[src/rtl/jt03_mix_pkg.sv]
// jt03_mix_pkg: shared widths, FSM encoding and saturation helper for the FM/SSG mixer
package jt03_mix_pkg;
   typedef enum logic [1:0] {IDLE, MUL_FM, MUL_PSG, SUM} state_t;
   localparam int GAIN_FRAC = 4;
   localparam int FM_W      = 16;
   localparam int PSG_EXT_W = 15;
   localparam int AC_W      = 17;
   localparam int SUM_W     = 22;
   localparam logic signed [SUM_W-1:0] SAT_MAX = 22'sd32767;
   localparam logic signed [SUM_W-1:0] SAT_MIN = -22'sd32768;

   function automatic logic signed [FM_W-1:0] sat(input logic signed [SUM_W-1:0] s);
      return s > SAT_MAX ? 16'sh7fff : s < SAT_MIN ? 16'sh8000 : s[FM_W-1:0];
   endfunction
endpackage

[src/rtl/jt03_mix_dc.sv]
// jt03_mix_dc: SSG leaky-integrator DC estimator; ac is the level minus the current estimate
module jt03_mix_dc
   import jt03_mix_pkg::*;
#(
   parameter int DC_SHIFT = 8,
   parameter bit DC_EN    = 1'b1
)(
   input  logic                 clk,
   input  logic                 rst,
   input  logic                 clk_en,
   input  logic                 upd,
   input  logic [PSG_EXT_W-1:0] psg_ext,
   output logic [PSG_EXT_W-1:0] dc,
   output logic [AC_W-1:0]      ac
);
   localparam int ACC_W = PSG_EXT_W + DC_SHIFT;

   logic [ACC_W-1:0] dc_acc;

   assign dc = dc_acc[ACC_W-1:DC_SHIFT];

   // both operands are non-negative, so the 17-bit difference is a valid signed value
   always_comb ac = DC_EN ? {2'b0, psg_ext} - {2'b0, dc} : {2'b0, psg_ext};

   always_ff @(posedge clk)
      if (rst) dc_acc <= '0;
      else if (clk_en && upd) dc_acc <= dc_acc + ACC_W'(psg_ext) - ACC_W'(dc);
endmodule

[src/rtl/jt03_mix.sv]
// jt03_mix: captures FM and SSG levels per sample, applies gains through one shared
// multiplier, removes SSG DC, then sums and saturates to a signed 16-bit output
module jt03_mix
   import jt03_mix_pkg::*;
#(
   parameter int DC_SHIFT = 8,
   parameter bit DC_EN    = 1'b1
)(
   input  logic              clk,
   input  logic              rst,
   input  logic              clk_en,
   input  logic signed [15:0] fm_snd,
   input  logic              fm_strobe,
   input  logic [9:0]        psg_snd,
   input  logic [7:0]        fm_gain,
   input  logic [7:0]        psg_gain,
   output logic signed [15:0] snd,
   output logic              sample,
   output logic              overrun
);
   state_t state, nxt;
   logic signed [FM_W-1:0]  fm_r;
   logic [PSG_EXT_W-1:0]    psg_ext;
   logic [7:0]              gf, gp;
   logic signed [AC_W-1:0]  ac_r;
   logic [AC_W-1:0]         ac;
   logic [PSG_EXT_W-1:0]    dc;
   logic signed [19:0]      prod_fm;
   logic signed [20:0]      prod_psg;
   logic signed [AC_W-1:0]  mul_a;
   logic signed [8:0]       mul_b;
   logic signed [AC_W+8:0]  mul_p;
   logic signed [SUM_W-1:0] sum;
   logic                    accept;
   logic                    mul_unused;
   logic                    dc_unused;

   jt03_mix_dc #(.DC_SHIFT(DC_SHIFT), .DC_EN(DC_EN)) u_dc (
      .clk     (clk),
      .rst     (rst),
      .clk_en  (clk_en),
      .upd     (state == MUL_FM),
      .psg_ext (psg_ext),
      .dc      (dc),
      .ac      (ac)
   );

   always_comb begin
      nxt    = state == IDLE    ? (fm_strobe ? MUL_FM : IDLE) :
               state == MUL_FM  ? MUL_PSG :
               state == MUL_PSG ? SUM : IDLE;
      accept = state == IDLE && fm_strobe;
   end

   // one multiplier: FM operands while in MUL_FM, SSG operands otherwise
   always_comb begin
      mul_a = state == MUL_FM ? {{(AC_W-FM_W){fm_r[FM_W-1]}}, fm_r} : ac_r;
      mul_b = {1'b0, state == MUL_FM ? gf : gp};
      mul_p = mul_a * mul_b;
      sum   = {{(SUM_W-20){prod_fm[19]}}, prod_fm} + {{(SUM_W-21){prod_psg[20]}}, prod_psg};
   end

   assign mul_unused = ^{mul_p[AC_W+8], mul_p[GAIN_FRAC-1:0]};
   assign dc_unused  = ^dc;

   always_ff @(posedge clk)
      if (rst) begin
         state    <= IDLE;
         fm_r     <= '0;
         psg_ext  <= '0;
         gf       <= '0;
         gp       <= '0;
         ac_r     <= '0;
         prod_fm  <= '0;
         prod_psg <= '0;
         snd      <= '0;
         sample   <= 1'b0;
         overrun  <= 1'b0;
      end else if (clk_en) begin
         state  <= nxt;
         sample <= state == SUM;
         if (fm_strobe && state != IDLE) overrun <= 1'b1;
         if (accept) begin
            fm_r    <= fm_snd;
            psg_ext <= {psg_snd, 5'b0};
            gf      <= fm_gain;
            gp      <= psg_gain;
         end
         if (state == MUL_FM) begin
            prod_fm <= mul_p[GAIN_FRAC +: 20];
            ac_r    <= ac;
         end
         if (state == MUL_PSG) prod_psg <= mul_p[GAIN_FRAC +: 21];
         if (state == SUM) snd <= sat(sum);
      end
endmodule

[config.mk]
export PLATFORM = sky130hd
export DESIGN_NAME = jt03_mix
export DESIGN_NICKNAME = d
export VERILOG_FILES = /design/src/rtl/jt03_mix_pkg.sv /design/src/rtl/jt03_mix_dc.sv /design/src/rtl/jt03_mix.sv
export SDC_FILE = /design/constraint.sdc
export NUM_CORES = 1
export LEC_CHECK = 0
export ABC_CLOCK_PERIOD_IN_PS = 8200
export CORE_AREA = 2 2 172 174
export CTS_CLUSTER_DIAMETER = 100
export CTS_CLUSTER_SIZE = 40
export DETAILED_ROUTE_END_ITERATION = 8
export DIE_AREA = 0 0 174 176
export PLACE_DENSITY = 0.74
export SYNTH_ARGS = -nofsm -noshare
export SYNTH_HDL_FRONTEND = slang
export SYNTH_SLANG_ARGS = --single-unit
[constraint.sdc]
create_clock -name clk -period 8.2 [get_ports clk]
set_input_delay 2.05 -clock clk [delete_from_list [all_inputs] [get_ports clk]]
set_output_delay 2.05 -clock clk [all_outputs]
set_load 0.1 [all_outputs]
==> metrics.md, run 1 <==
| Metric | Value |
|---|---|
| Status | complete, no violations |
| Synth Area in XOR/XNOR | under 10% |
| Post-synthesis compound-gate area fraction | 15.28% |
| Area contributors post-synth | dfxtp_1 (22%), fa_1 (18%), ha_1 (11%), nand2_1 (8.2%), inv_1 (6.4%) |
| Yosys cell types | 65 |
| CP max stage cell | mux2i_1 |
| Post-CTS setup buffers | 0 |
| CTS root buffer | clkbuf_16 |
| Yosys top cell area share | 22.31% |
| Synth Warn # | 0 |
| Slew Limit Fails | 0 |
| Fin. Hold Viols | 0 |
| Most common cell in the netlist | nand2_1 |
| Std cell rows | 62 |
| Hpwl dp | 24.00 mm |
| Worst Path Arrival | ~7500 ps |
| Starting Density | between 40 and 50% |
| Main combinational cell family by area after synthesis | adder cells |
| Die H | ~180 um |
| Post-synthesis simple-gate area fraction | ~17% |
| Pwr Density | between 150 and 200 nW/um^2 |
| Commonest cells post-synth | nand2_1 (280), inv_1 (216), a21oi_1 (143) |
| DR WL/cell | about 15 um |
| Max Cap Violations | 0 |
| PnR Total Power | 2.461 mW |
| Worst Skew | 15.03 ps |
| Async set-reset flop share out of synthesis | 0% |
| Drt first-iter violations | 464 |
| Buffer and inverter count on the worst path | 3 |
| Slew margin rel. | a little under a third |
| Synth Area in Adders | approximately 29% |
| I/O pin total | 64 |
| N_diodes | 0 |
| Lkg Pwr | approximately 6.3 nW |
| RSZ-0062 raised after global routing | no |
| Vias | just over 10000 |
| Startpoint types | flip-flop |
| First-pass DRT Iterations | 5 |
| CP peak stage delay | a little over 900 ps |
| Area grow syn2layout | 12.42% |
| Die X | around 170 um |
| Synth area leader | dfxtp_1 |
| Critical path peak fanout | 23 |
| # setup viols final | 0 |
| Routability Congestion | about 0.9 |
| CTS Hold Buffers Added | 0 |
| Clk_lat worst skew | around 440 ps |
| Worst Tran Pin Value | between 1000 and 1500 ps |
| Syn Area/Cell | around 8.1 um^2 |
| Post-synth top flop | dfxtp_1 |
| Fin crit period | slightly above 7000 ps |
| FF+latch count, synth | between 100 and 150 |
| # DRC | 0 |
| CP delay by family, top | adder cells |
| Post-route ant nets | 0 |
| CTS Buffer Depth | 2 |
| Final period util | about 87% |
| Die ar. | ~31000 um^2 |
| Worst Path Required | about 8600 ps |
| Post-cts sizing count | 0 |
| Largest net degree at the start of global routing | between 70 and 80 |
| Antenna violations before repair | 0 |
| H-tree Lvls | 4 |
| Total core area | between 20000 and 30000 um^2 |
| WS Path Type | reg -> reg |
| Proportion of synthesized area in mux cells | ~3.6% |
| Final hold slack | 456.5 ps |
| CTS tree | built |
| Cells after Synth | approximately 1600 |
| Max VDD drop | between 0.0001 and 0.00015 V |
| Global-route wire length before repair | between 50 and 60 mm |
| Post-Syn Area | between 10000 and 15000 um^2 |
| FMAX | between 100 and 150 MHz |
| Total track usage | between 20% and 30% |
| Setup tns final | 0 ps |
| Post-synthesis sequential area ratio | 22.31% |
| Reg clk slew, reported paths | 70 ps |
| Total congestion overflow | 0 |
| Via/cell ratio | ~5.2 |
| Post-synth EDFFs | 0 |
| CTS Buf Count | 17 |
| Clock Sinks | 142 |
| Worst min-delay path class | reg -> reg |
| Most used cell, CP | fa_1 |
| Final wirelength | between 30 and 40 mm |
| Vias in the first global route | about 11000 |
| Crit path cell chain | inv_1 -> ha_2 -> mux2i_1 -> nor2_1 -> fa_1 -> fa_1 -> fa_1 -> inv_1 -> fa_1 -> inv_1 -> ha_1 -> and2_1 -> and3_1 -> a22o_1 -> a211o_1 -> o22ai_1 -> o22ai_1 -> o31ai_1 -> a21boi_0 -> xnor2_1 -> a211oi_1 |
| Worst setup EP type | flip-flop |
| Syn Nets | approximately 1800 |
| Port bufs | 63 |
| Nets | roughly 1900 |
| Fraction of layout cells with a size suffix above 1 | approximately 6% |
| Fin util | between 50% and 60% |
[routing by layer]
metal / share of wire (%) / track usage, %
met5: 0 / 0
met4: 2.1 / 6.268
met1: 44 / 25.69
met2: 51 / 38.20
met3: 3.0 / 3.101
[worst paths after layout]
kind,from,end,slack (ps),cells past startpoint
hold / removal,u_dc.dc_acc[1]$_SDFFE_PP0P_,u_dc.dc_acc[1]$_SDFFE_PP0P_,460,2
setup reg to reg,state[1]$_SDFFE_PP0P_,prod_fm[18]$_SDFFE_PP0P_,1040,21
hold reg to reg,u_dc.dc_acc[1]$_SDFFE_PP0P_,u_dc.dc_acc[1]$_SDFFE_PP0P_,460,2
setup / recovery,state[1]$_SDFFE_PP0P_,prod_fm[18]$_SDFFE_PP0P_,1040,21
[cell families (layout without fill, tap and decap cells)]
| kind of cell | count (synthesis) | in the layout |
|---|---|---|
| adder cells (fa/ha/maj) | 224 | 224 |
| buffers and inverters | 278 | 323 |
| multiplexers | 44 | 44 |
| XOR/XNOR | 67 | 67 |
| AND/OR/NAND/NOR | 517 | 517 |
| AO/OA/AOI/OAI | 299 | 299 |
| flip-flops | 142 | 142 |
[stage by stage]
stage,setup slack [ps],instances,instance area [um^2]
floorplan,1477,1571,12740
finish,1040,2000,14330
global placement,1389,1968,13700
detailed placement,1170,1968,13700
global route,618.6,2000,14330
CTS,1109,2000,14330
[state kept, by name, indices dropped and copies added, names as in the netlist, 10 cells and up]
name and flops:
u_dc.dc_acc 23, prod_psg 21, prod_fm 20, ac_r 16, fm_r 16, snd 16
psg_ext 10
[tightest hold or removal path: cells and delay by family, from the launching register on]
kind | cells | cell delay [ps]
compound gates | 1 | 50
flops | 1 | 310
simple gates | 1 | 50
[report_power, final]
group          leakage [nW]  internal, mW  switching [mW]
combinational          4.87         0.381           0.494
clock                 0.297         0.442           0.383
sequential             1.15         0.727          0.0340
total                  6.32          1.55           0.911
[cell usage in the layout (no fill, tap or decap), types with 6 or more instances in the layout]
master | synthesis | layout
a21o_1 | 21 | 21
nor2b_1 | 10 | 10
clkdlybuf4s50_1 | 0 | 62
or3_1 | 8 | 8
mux2i_1 | 25 | 25
buf_4 | 0 | 13
ha_1 | 110 | 109
a211oi_1 | 24 | 24
nand2b_1 | 10 | 10
dfxtp_1 | 142 | 142
nand2_1 | 280 | 279
nand3_1 | 17 | 17
or2_2 | 7 | 7
a31oi_1 | 9 | 9
fa_1 | 114 | 114
mux2_2 | 19 | 19
o21ai_0 | 23 | 23
and3_1 | 6 | 6
o21a_1 | 11 | 11
a211oi_2 | 10 | 10
xor2_1 | 17 | 17
xnor2_1 | 50 | 50
inv_1 | 216 | 216
clkbuf_16 | 0 | 17
a21oi_1 | 143 | 143
nor3_1 | 17 | 17
o21bai_1 | 13 | 13
nor2_1 | 139 | 139
[area by class of cell]
class,count,area (um^2)
timing repair buffer,75,718.2
clock buffer,17,425.4
sequential,142,2843
clock inverter,15,200.2
tap,384,480.5
inverter,216,810.8
multi-input combinational,1151,8847
fill,2752,14220
No activity file was read; power rests on OpenSTA's default activity.
==> run 2, diff against run 1 <==
--- a/config.mk
+++ b/config.mk
@@ -6,12 +6,13 @@
 export NUM_CORES = 1
 export LEC_CHECK = 0
 export ABC_CLOCK_PERIOD_IN_PS = 8200
-export CORE_AREA = 2 2 172 174
+export CORE_AREA = 2 2 179 181
 export CTS_CLUSTER_DIAMETER = 100
 export CTS_CLUSTER_SIZE = 40
 export DETAILED_ROUTE_END_ITERATION = 8
-export DIE_AREA = 0 0 174 176
+export DIE_AREA = 0 0 181 183
 export PLACE_DENSITY = 0.74
 export SYNTH_ARGS = -nofsm -noshare
 export SYNTH_HDL_FRONTEND = slang
+export SYNTH_HIERARCHICAL = 1
 export SYNTH_SLANG_ARGS = --single-unit
==> metrics.md, run 2 <==
| Metric | Value |
|---|---|
| Status | complete, no violations |
| Worst reg2reg path depth | 21 |
| Die X | ~180 um |
| Placed Cells | approximately 2100 |
| Buffer and inverter count on the worst path | 6 |
| DR WL/cell | between 15 and 20 um |
| CTS root buffer | clkbuf_16 |
| Starting Density | between 40% and 50% |
| Setup tns final | 0 ps |
| Hold EP | ac_r[16]$_SDFFE_PP0P_ |
| Routability Congestion | ~0.94 |
| Cells after Synth | about 1700 |
| N_diodes | 0 |
| Total track usage | 20.20% |
| Hpwl dp | 26.10 mm |
| CP peak stage delay | about 760 ps |
| Worst R2R End | prod_psg[18]$_SDFFE_PP0P_ |
| Post-Syn Area | around 14000 um^2 |
| Hold Path Depth | 2 |
| # setup viols final | 0 |
| Crit path cell chain | inv_1 -> ha_2 -> buf_4 -> mux2_2 -> nand2_1 -> fa_1 -> inv_1 -> fa_1 -> fa_1 -> inv_1 -> fa_1 -> inv_1 -> ha_1 -> or2_1 -> a21oi_1 -> inv_1 -> a311oi_1 -> o21ai_0 -> a21oi_1 -> or4_1 -> nand3_1 |
| Largest net degree at the start of global routing | 90 |
| Die ar. | around 33000 um^2 |
| Pre-CTS setup slack | roughly 1400 ps |
| Number of fill cells | 2992 |
| Slew Limit Fails | 0 |
| Post-CTS setup buffers | 0 |
| Area grow syn2layout | 11.46% |
| Largest register FFs | 23 |
| Worst Path Arrival | roughly 7100 ps |
| # DRC | 0 |
| Antenna violations before repair | 0 |
| Worst min-delay path class | reg -> reg |
| Non-filler instance count after layout | 2147 |
| Final hold slack | 454.8 ps |
| Most used cell, CP | inv_1 |
| Lkg Pwr | between 6 and 7 nW |
| H-tree Lvls | 4 |
| Worst Skew | between 15 and 20 ps |
| Fin crit period | 6821 ps |
| Final wirelength | between 30 and 40 mm |
| Vias | ~12000 |
| Post-cts sizing count | 0 |
| Commonest cells after routing, fill and taps aside | nand2_1 (269), inv_1 (244), dfxtp_1 (143) |
| CTS tree | built |
| Pwr Density | between 150 and 200 nW/um^2 |
| CP delay by family, top | adder cells |
| Slew margin rel. | 34.17% |
| RSZ-0062 raised after global routing | no |
| Max VDD drop | about 0.00013 V |
| Critical path peak fanout | 32 |
| CTS Hold Buffers Added | 0 |
| WS Path Type | reg -> reg |
| CP max stage cell | ha_2 |
| Global-route wire length before repair | between 50 and 60 mm |
| Startpoint types | flip-flop |
| Die H | about 180 um |
| Std cell rows | 65 |
| Post-route ant nets | 0 |
| Largest Register | u_dc/dc_acc |
| Commonest non-fill, non-tap cell in the layout | nand2_1 |
| CTS Buf Count | 17 |
| Reg clk slew, reported paths | about 70 ps |
| Final setup margin | about 1400 ps |
| Syn Area/Cell | around 8.1 um^2 |
| Total core area | about 31000 um^2 |
| Reg2reg start | state[1]$_SDFFE_PP0P_ |
| Final period util | just over 80% |
| Worst hold start | ac_r[16]$_SDFFE_PP0P_ |
| Drt first-iter violations | 778 |
| First-pass DRT Iterations | 5 |
| Worst Tran Pin Value | ~980 ps |
| Clk_lat worst skew | about 440 ps |
| Nets | roughly 2000 |
| Flop-to-flop setup slack | 1380 ps |
| I/O pin total | between 60 and 70 |
| Worst setup EP type | flip-flop |
| Worst Path Required | roughly 8500 ps |
| Synth Warn # | 6 |
| Fin util | 49.21% |
| Largest regs | u_dc/dc_acc (23), prod_psg (21), prod_fm (20) |
| FMAX | 146.6 MHz |
| Via/cell ratio | around 5.4 |
| Total congestion overflow | 0 |
| Vias in the first global route | 11310 |
| Port bufs | 63 |
| Max Cap Violations | 0 |
| CTS Buffer Depth | 2 |
| Clock Sinks | ~140 |
| Fraction of layout cells with a size suffix above 1 | 6.705% |
| Fin. Hold Viols | 0 |
[run 2: worst max-delay path by stage]
| stage | from | endpoint | slack, ps | cells past startpoint |
|---|---|---|---|---|
| global placement | state[1]$_SDFFE_PP0P_ | prod_psg[18]$_SDFFE_PP0P_ | 1560 | 21 |
| global route | state[1]$_SDFFE_PP0P_ | prod_psg[18]$_SDFFE_PP0P_ | 1000 | 21 |
| finish | state[1]$_SDFFE_PP0P_ | prod_psg[18]$_SDFFE_PP0P_ | 1380 | 21 |
| floorplan | state[1]$_SDFFE_PP0P_ | prod_fm[18]$_SDFFE_PP0P_ | 1790 | 22 |
| CTS | state[1]$_SDFFE_PP0P_ | prod_psg[18]$_SDFFE_PP0P_ | 1360 | 21 |
| detailed placement | state[1]$_SDFFE_PP0P_ | prod_psg[18]$_SDFFE_PP0P_ | 1450 | 21 |
[run 2: per-layer routing]
| metal | track usage, % | vias to the layer above | share of wire (%) |
|---|---|---|---|
| met5 | 0 | - | 0 |
| met2 | 33.32 | 354 | 46 |
| met1 | 26.53 | 5517 | 46 |
| li1 | - | 5656 | - |
| met3 | 3.852 | 65 | 5.3 |
| met4 | 7.285 | 0 | 2.6 |
[run 2: area by class of cell]
cell class	instances	area (um^2)	share of cell area, %
multi-input combinational	1250	9752	63.46
sequential	143	2863	18.63
inverter	245	919.6	5.984
tap	402	503.0	3.273
timing repair buffer	75	718.2	4.674
clock buffer	18	429.2	2.793
clock inverter	14	182.7	1.189
[run 2: per-stage QoR]
stage / instance area, um^2 / power [mW]
after detailed placement: 14760 / 1.686
after floorplan: 13820 / 1.494
final: 15370 / 2.498
after global routing: 15370 / 2.639
after global placement: 14760 / 1.671
after CTS: 15370 / 2.496
[run 2: power breakdown]
part	internal [mW]	switching (mW)	leakage [nW]
registers	0.729	0.0348	1.16
logic	0.386	0.540	5.27
clock network	0.484	0.326	0.282
[run 2: worst min-delay path, delay by kind of cell, from the launching register on]
kind	cells	cell delay (ps)
flops	1	310
simple gates	1	50
compound gates	1	50
==> run 3, diff against run 2 <==
--- a/config.mk
+++ b/config.mk
@@ -5,13 +5,13 @@
 export SDC_FILE = /design/constraint.sdc
 export NUM_CORES = 1
 export LEC_CHECK = 0
-export ABC_CLOCK_PERIOD_IN_PS = 8200
+export ABC_CLOCK_PERIOD_IN_PS = 6200
 export CORE_AREA = 2 2 179 181
 export CTS_CLUSTER_DIAMETER = 100
 export CTS_CLUSTER_SIZE = 40
 export DETAILED_ROUTE_END_ITERATION = 8
 export DIE_AREA = 0 0 181 183
-export PLACE_DENSITY = 0.74
+export PLACE_DENSITY = 0.76
 export SYNTH_ARGS = -nofsm -noshare
 export SYNTH_HDL_FRONTEND = slang
 export SYNTH_HIERARCHICAL = 1
==> constraint.sdc (replaced) <==
create_clock -name clk -period 6.2 [get_ports clk]
set_input_delay 1.55 -clock clk [delete_from_list [all_inputs] [get_ports clk]]
set_output_delay 1.55 -clock clk [all_outputs]
set_load 0.1 [all_outputs]
==> metrics.md, run 3 (same netlist as run 2, synthesis figures left out) <==
| Metric | Value |
|---|---|
| Fin. Hold Viols | 0 |
| Final period util | around 94% |
| Area taken by multi-input logic gates | about 10000 um^2 |
| Flop-to-flop setup slack | roughly 350 ps |
| Std cell rows | 65 |
| Slew margin rel. | around 24% |
| Final setup margin | approximately 350 ps |
| CTS tree | built |
| Antenna violations before repair | 0 |
| CTS Hold Buffers Added | 0 |
| Reg2reg start | state[1]$_SDFFE_PP0P_ |
| Worst setup EP type | flip-flop |
| Startpoint types | flip-flop |
| Worst min-delay path class | reg -> reg |
| Logic pwr share | 37.3% |
| I/O pin total | 64 |
| Sequential share of power | between 30% and 40% |
| Register area | ~2900 um^2 |
| Worst Tran Pin Value | about 1100 ps |
| Clock share of power | 32.2% |
| Total track usage | 20.05% |
| Critical path peak fanout | 31 |
| Routability Congestion | around 0.93 |
| Worst Path Required | approximately 6500 ps |
| Die ar. | 33120 um^2 |
| WS Path Type | reg -> reg |
| Hpwl dp | roughly 26 mm |
| Total core area | 31230 um^2 |
| Status | complete, no violations |
| Largest Register | u_dc/dc_acc |
| Via/cell ratio | around 5.3 |
| First-pass DRT Iterations | 5 |
| Worst hold start | prod_psg[4]$_SDFFE_PP0P_ |
| Port bufs | 63 |
| Vias in the first global route | around 11000 |
| Drt first-iter violations | between 700 and 800 |
| End of the critical path | prod_psg[10]$_SDFFE_PP0P_ |
| Area grow syn2layout | 12.12% |
| Largest regs | u_dc/dc_acc (23), prod_psg (21), prod_fm (20) |
| Number of fill cells | ~3000 |
| FMAX | 170.9 MHz |
| N_diodes | 0 |
| Slew Limit Fails | 0 |
| Setup tns final | 0 ps |
| Commonest non-fill, non-tap cell in the layout | nand2_1 |
| CTS root buffer | clkbuf_16 |
| Commonest cells after routing, fill and taps aside | nand2_1 (269), inv_1 (244), dfxtp_1 (143) |
| # setup viols final | 0 |
| # DRC | 0 |
| Global-route wire length before repair | roughly 55 mm |
| Fraction of layout cells with a size suffix above 1 | between 7 and 8% |
| RSZ-0062 raised after global routing | no |
| Pre-CTS setup slack | roughly 280 ps |
| Reg clk slew, reported paths | ~60 ps |
| Final wirelength | approximately 33 mm |
| Largest register FFs | 23 |
| Max VDD drop | around 0.00019 V |
| Nets | a little over 2000 |
| Worst reg2reg path depth | 21 |
| Largest net degree at the start of global routing | around 110 |
| H-tree Lvls | 4 |
| Fin crit period | about 5800 ps |
| P_sw | between 1 and 1.5 mW |
| Clk_lat worst skew | 440 ps |
| Max Cap Violations | 0 |
| CP startpoint | state[1]$_SDFFE_PP0P_ |
| Worst R2R End | prod_psg[10]$_SDFFE_PP0P_ |
| CTS Buf Count | 17 |
| Total congestion overflow | 0 |
| Worst Skew | 12.12 ps |
| Worst Path Arrival | ~6000 ps |
| Fin util | between 40 and 50% |
| Sw frac | between 30% and 40% |
| Post-route ant nets | 0 |
| Pwr Density | about 210 nW/um^2 |
| Cell Int Power | approximately 2.1 mW |
| DR WL/cell | approximately 15 um |
| Die X | between 150 and 200 um |
| Vias | approximately 11000 |
| Die H | 183 um |
| Lkg Pwr | just under 7 nW |
| CTS Buffer Depth | 2 |
| Clock Sinks | between 100 and 150 |
| Final hold slack | ~460 ps |
| Starting Density | ~44% |
[run 3: through the flow]
step	std cells	instance area, um^2	power, mW
2_1_floorplan	1704	13820	1.976
3_3_place_gp	2125	14840	2.213
3_5_place_dp	2125	14840	2.232
4_1_cts	2157	15450	3.301
5_1_grt	2157	15460	3.486
6_report	2157	15460	3.303
[run 3: layout make-up]
cell class	instances	share of cell area, %
Timing Repair Buffer	85	5.213
Inverter	245	5.949
Clock inverter	13	0.9875
Clock buffer	19	2.930
Tap cell	402	3.254
Sequential cell	143	18.52
Multi-Input combinational cell	1250	63.15
[run 3: power groups by stage]
stage / Sequential [mW] / Combinational (mW) / Clock [mW]
floorplan: 1.02 / 0.952 / 0
detailed placement: 1.03 / 1.21 / 0
global route: 1.01 / 1.36 / 1.11
CTS: 1.01 / 1.22 / 1.08
finish: 1.01 / 1.23 / 1.06
global placement: 1.02 / 1.19 / 0
[run 3: critical path: stages (launching register included)]
cell	delay [ps]
dfxtp_1	350
inv_1	90
ha_2	310
buf_12	240
mux2_2	360
nand2_1	120
fa_1	570
inv_1	70
fa_1	460
ha_1	300
inv_1	60
fa_1	530
inv_1	70
fa_1	460
a21o_1	180
a21oi_1	240
o21ai_0	180
a31oi_1	300
nor2b_1	80
o21a_1	180
or3_1	330
a31o_2	250
[run 3: repair_timing]
item | CTS | global route
hold endpoints to repair | 0 | 0
resized for setup | 0 | 2
setup buffers | 0 | 0
endpoints found under the setup margin | 0 | 3
[run 3: routing by layer]
layer / GRT usage (%) / wire, um / up-vias
met1: 26.89 / 15250 / 5413
met5: 0 / 0 / -
met4: 5.659 / 573 / 0
met3: 2.760 / 1648 / 38
li1: - / - / 5673
met2: 33.97 / 15290 / 352
[run 3: worst min-delay path by stage]
stage	end	slack, ps	depth (start not counted)
2_1_floorplan	u_dc/dc_acc[6]$_SDFFE_PP0P_	430	2
3_3_place_gp	u_dc/dc_acc[7]$_SDFFE_PP0P_	440	2
3_5_place_dp	u_dc/dc_acc[5]$_SDFFE_PP0P_	450	2
4_1_cts	gp[6]$_SDFFE_PP0P_	460	2
5_1_grt	gp[6]$_SDFFE_PP0P_	470	2
6_report	prod_psg[4]$_SDFFE_PP0P_	460	2
